$ cat src/rtl/pipeline_fetch_q.sv
// Fetch stage: owns the PC, issues sequential reads to a synchronous IM and buffers
// returned words in a small FIFO ahead of DECODE, with redirect flush and stall hold.
module pipeline_fetch_q #(
  parameter int          QUEUE_DEPTH = 4,
  parameter int          STALL_W     = 2,
  parameter logic [31:0] RESET_PC    = 32'h0000_0000
) (
  input  logic               clk,
  input  logic               rst,
  input  logic               br_late_enable,
  input  logic [31:0]        br_target,
  input  logic               early_br_enable,
  input  logic [31:0]        early_br_target,
  input  logic [STALL_W-1:0] stall_request,
  output logic               im_req,
  output logic [31:0]        im_addr,
  input  logic [31:0]        im_rdata,
  output logic               out_valid,
  input  logic               out_ready,
  output logic [31:0]        pc_out,
  output logic [31:0]        inst_out,
  output logic               br_late_done_d1
);

  localparam int            PW      = $clog2(QUEUE_DEPTH);
  localparam int            CW      = $clog2(QUEUE_DEPTH + 1);
  localparam logic [CW:0]   DEPTH_C = (CW + 1)'(QUEUE_DEPTH);

  logic [31:0]        fetch_pc;
  logic [31:0]        req_pc;
  logic [31:0]        q_pc   [QUEUE_DEPTH];
  logic [31:0]        q_inst [QUEUE_DEPTH];
  logic [PW-1:0]      rd_ptr;
  logic [PW-1:0]      wr_ptr;
  logic [CW-1:0]      count;
  logic               inflight;
  logic               drop_next;
  logic               first_cycle;
  logic [STALL_W-1:0] stall_counter;

  logic               redirect;
  logic [31:0]        redirect_target;
  logic [CW:0]        occupancy;
  logic               issue;
  logic               stall_load;
  logic               fetch_stall;
  logic               push;
  logic               pop;

  always_comb begin
    redirect        = br_late_enable | early_br_enable;
    redirect_target = br_late_enable ? br_target : early_br_target;
    // Counting the in-flight word guarantees a slot for it when it returns.
    occupancy       = {1'b0, count} + {{CW{1'b0}}, inflight};
    issue           = !rst && !redirect && (occupancy < DEPTH_C);
    stall_load      = !first_cycle && (stall_request != '0);
    fetch_stall     = stall_load || (stall_counter != '0);
    push            = inflight && !drop_next && !redirect;
    out_valid       = (count != '0) && !fetch_stall;
    pop             = out_valid && out_ready && !redirect;
    im_req          = issue;
    im_addr         = fetch_pc;
    pc_out          = out_valid ? q_pc[rd_ptr]   : 32'h0;
    inst_out        = out_valid ? q_inst[rd_ptr] : 32'h0;
  end

  always_ff @(posedge clk) begin
    if (rst) begin
      fetch_pc        <= RESET_PC;
      req_pc          <= RESET_PC;
      rd_ptr          <= '0;
      wr_ptr          <= '0;
      count           <= '0;
      inflight        <= 1'b0;
      drop_next       <= 1'b0;
      stall_counter   <= '0;
      first_cycle     <= 1'b1;
      br_late_done_d1 <= 1'b0;
    end else begin
      first_cycle     <= 1'b0;
      br_late_done_d1 <= br_late_enable;
      inflight        <= issue;
      drop_next       <= redirect & inflight;

      if (redirect)   fetch_pc <= redirect_target;
      else if (issue) fetch_pc <= fetch_pc + 32'd4;
      if (issue)      req_pc   <= fetch_pc;

      if (redirect) begin
        rd_ptr <= '0;
        wr_ptr <= '0;
        count  <= '0;
      end else begin
        if (push) wr_ptr <= wr_ptr + PW'(1);
        if (pop)  rd_ptr <= rd_ptr + PW'(1);
        if (push && !pop)      count <= count + CW'(1);
        else if (!push && pop) count <= count - CW'(1);
      end

      // A new request restarts the hold even if one is already counting down.
      if (stall_load)                stall_counter <= stall_request - STALL_W'(1);
      else if (stall_counter != '0)  stall_counter <= stall_counter - STALL_W'(1);
    end
  end

  always_ff @(posedge clk) begin
    if (push) begin
      q_pc[wr_ptr]   <= req_pc;
      q_inst[wr_ptr] <= im_rdata;
    end
  end

endmodule

$ cat config.mk
export PLATFORM = sky130hd
export DESIGN_NAME = pipeline_fetch_q
export DESIGN_NICKNAME = d
export VERILOG_FILES = /design/src/rtl/pipeline_fetch_q.sv
export SDC_FILE = /design/constraint.sdc
export NUM_CORES = 1
export LEC_CHECK = 0
export ABC_AREA = 1
export CELL_PAD_IN_SITES_DETAIL_PLACEMENT = 0
export CELL_PAD_IN_SITES_GLOBAL_PLACEMENT = 2
export CORE_MARGIN = 10
export CORE_UTILIZATION = 35
export DETAILED_ROUTE_END_ITERATION = 10
export PLACE_DENSITY_LB_ADDON = 0.1
export SYNTH_ARGS = -nofsm -noshare
export SYNTH_HDL_FRONTEND = slang
export SYNTH_SLANG_ARGS = --single-unit
$ cat constraint.sdc
create_clock -name clk -period 5.8 [get_ports clk]
set_input_delay 0.87 -clock clk [delete_from_list [all_inputs] [get_ports clk]]
set_output_delay 0.87 -clock clk [all_outputs]
set_load 0.1 [all_outputs]
==> key figures <==
Routing
  – First-pass iteration count of the detailed router: 5
  – Wirelength, routed: 39,630 um
  – Drt wl/cell: 18.55 um
  – Routed vias/inst: 4.792
  – DRC violations left: 0
  – Routed vias: 10,240
  – Final ANT Viol Nets: 0
  – 1st-iter DRT viols: 524

Clock network
  – Max Root-Sink Buffers: 3
  – Total CTS buffers: 38
  – Clk sink count: 335
  – Post-cts sizing count: 0
  – Setup bufs post-CTS: 0
  – Worst skew pair latency: 0.52 ns
  – CTS tree: yes
  – CTS HTree Levels: 2
  – Worst-path clk slew: 0.06 ns
  – Hold_buf cts: 0
  – Clock root cell: clkbuf_16

Logic synthesis
  – Synth Instances: 1,410
  – Cell Area, Synth: 14,180 sq um
  – Synth Register Bits: 335
  – Seq/Total Area, Yosys: 0.6535
  – Post-synthesis compound-gate area fraction: 0.1279
  – Adder-cell share of the synthesized area: 0.006704
  – Ys Warns: 0
  – Synth Area in Simple Gates: 0.1626
  – Post-synthesis mux area share: 0
  – Syn nets: 1,520
  – Largest family of logic cells by synthesized area: simple AND/OR/NAND/NOR gates
  – Post-Synth XOR/XNOR Area: 0.003088
  – Distinct cell type count after synthesis: 35
  – Syn avg cell area: 10.06 sq um

Global routing
  – Vias in the first global route: 10,150
  – Pin count of the biggest net entering global routing: 83
  – Initial antenna violation count: 0
  – First-pass GRT wire length: 60,910 um
  – GR Util All Layers: 0.1556
  – Remaining Overflow, GRT: 0

Floorplan
  – Die Wd: 221.3 um
  – Starting Density: 0.3553
  – Top Ports: 202
  – Die Ht: 221.3 um
  – Die area: 48,980 sq um
  – Total core area: 39,910 sq um
  – Cell Rows: 73

Setup path
  – Worst setup EP type: primary output
  – Critical path data arrival time: 3.62 ns
  – Crit Path Class: flip-flop to primary output
  – Crit path max fanout: 82
  – Startpoint Class: flip-flop
  – Required @ worst endpoint: 4.93 ns

Timing
  – Slew @ Worst Pin: 1.092 ns
  – Final Hold Violating Endpoints: 0
  – Final slew viol count: 0
  – Setup violations, final: 0
  – Slew HR: 0.2709
  – Setup_tns: 0 ns
  – F_max: 222.8 MHz
  – Fin crit period: 4.489 ns
  – Clk_skew: 0.01257 ns
  – Final period util: 0.7740
  – WHS: 0.4444 ns
  – RSZ-0062 raised after global routing: false

Placed design
  – IO Port Bufs: 201
  – Hpwl dp: 24,200 um
  – GP Congestion: 0.7667

Power and ir drop
  – Power Dens Cells: 303.8 nW/um^2
  – Psw: 1.253 mW
  – Int Power: 4.079 mW
  – Maximum VDD drop: 0.1440 mV
  – Pleak: 6.239 nW
  – Clock network fraction of design power: 0.417
  – Switching part of the total: 0.2350
  – Sequential share of power: 0.500
  – Logic pwr share: 0.082

Outcome
  – Status: complete, no violations

Cells and area
  – Most frequent cells in the layout: 381 x nor2_1, 256 x edfxtp_1, 201 x o21ai_0
  – Layout area overhead: 23.76%
  – FILL cells: 3,864
  – Nets: 1,696
  – Layout cells sized above 1: 0.09808
  – ANT cells: 0
  – Most common cell after layout, fill and taps aside: nor2_1

Worst hold path
  – Hold crit path type: flip-flop to flip-flop

Run
  – Max Cap Violations: 0
## cell type report
cell class                 count  area (sq um)  share of cell area
multi-input combinational    935          4292              0.2445
sequential                   335          9274              0.5283
inverter                      61         235.2             0.01340
clock inverter                13         116.4            0.006629
timing repair buffer         215          1954              0.1113
tap                          525         656.9             0.03742
clock buffer                  52          1025             0.05838
## critical path, stage by stage (launching register included)
cell and delay (ns):
dfxtp_4 0.76, clkinv_2 1.04, buf_4 0.57, o21ai_0 0.25, a21oi_1 0.11, buf_4 0.29
## stage by stage
step                      cells  cell area [sq um]  total power, mW    util  worst slack [ns]
after CTS                  2136              17550            5.410  0.4398             1.173
after floorplan            1410              14180            2.982       -             1.082
after global placement     2071              16410            3.158  0.4112             1.703
final                      2136              17550            5.332  0.4398             1.311
after global routing       2136              17550            5.540  0.4398            0.9490
after detailed placement   2071              16410            3.158  0.4112             1.692
## state kept, by name, indices dropped and copies added (netlist names), named ones only
register and count:
br_late_done_d1 1, drop_next 1, q_inst 128, first_cycle 1, wr_ptr 2, req_pc 32, inflight 1, count 3
stall_counter 2, rd_ptr 2, q_pc 128, im_addr 32
## synth_stat cells (all sizes together)
cell type  instances  share of area
clkbuf            34         0.0090
xor2               5         0.0031
nand3             43          0.016
edfxtp           256           0.54
a31oi              4         0.0018
nor2             398           0.11
o21ai            207          0.073
nor3b              1        0.00053
nand2            114          0.032
and2               1        0.00044
inv               61          0.016
fa                 1         0.0014
or2                1        0.00044
a21oi            145          0.051
ha                 6         0.0053
nor3               2        0.00071
nand4              2        0.00088
o21a               1        0.00053
o22ai              2        0.00088
nor4               1        0.00044
dfxtp             79           0.11
buf               45          0.021
o211ai             1        0.00053
## power groups by stage
| stage | sequential, mW | clock, mW | combinational (mW) |
|---|---|---|---|
| after floorplan | 2.84 | 0 | 0.142 |
| after global placement | 2.72 | 0 | 0.442 |
| after detailed placement | 2.72 | 0 | 0.441 |
| after CTS | 2.67 | 2.30 | 0.443 |
| after global routing | 2.67 | 2.39 | 0.472 |
| final | 2.67 | 2.23 | 0.439 |
## metal layers
layer	wire length, um	share of wire	GRT usage	up-vias
met5	0	0	0	-
met4	674	0.017	0.03963	0
met3	2223	0.056	0.03902	49
met2	17870	0.45	0.2484	226
met1	18860	0.48	0.2065	4753
li1	-	-	-	5208
## cells by family after synthesis
logic type               after synthesis
XOR/XNOR                               5
flip-flops                           335
buffers and inverters                140
AND/OR/NAND/NOR                      563
AO/OA/AOI/OAI                        360
adder cells (fa/ha/maj)                7
## worst paths after layout
kind	from	endpoint	slack (ns)	depth (start not counted)
setup reg to reg	inflight	q_inst[1][6]	3.53	7
setup / recovery	flip-flop	inst_out[30]	1.31	5
hold reg to reg	count[2]	count[2]	0.44	1
hold / removal	count[2]	count[2]	0.44	1
(Power assumes the default switching activity.)
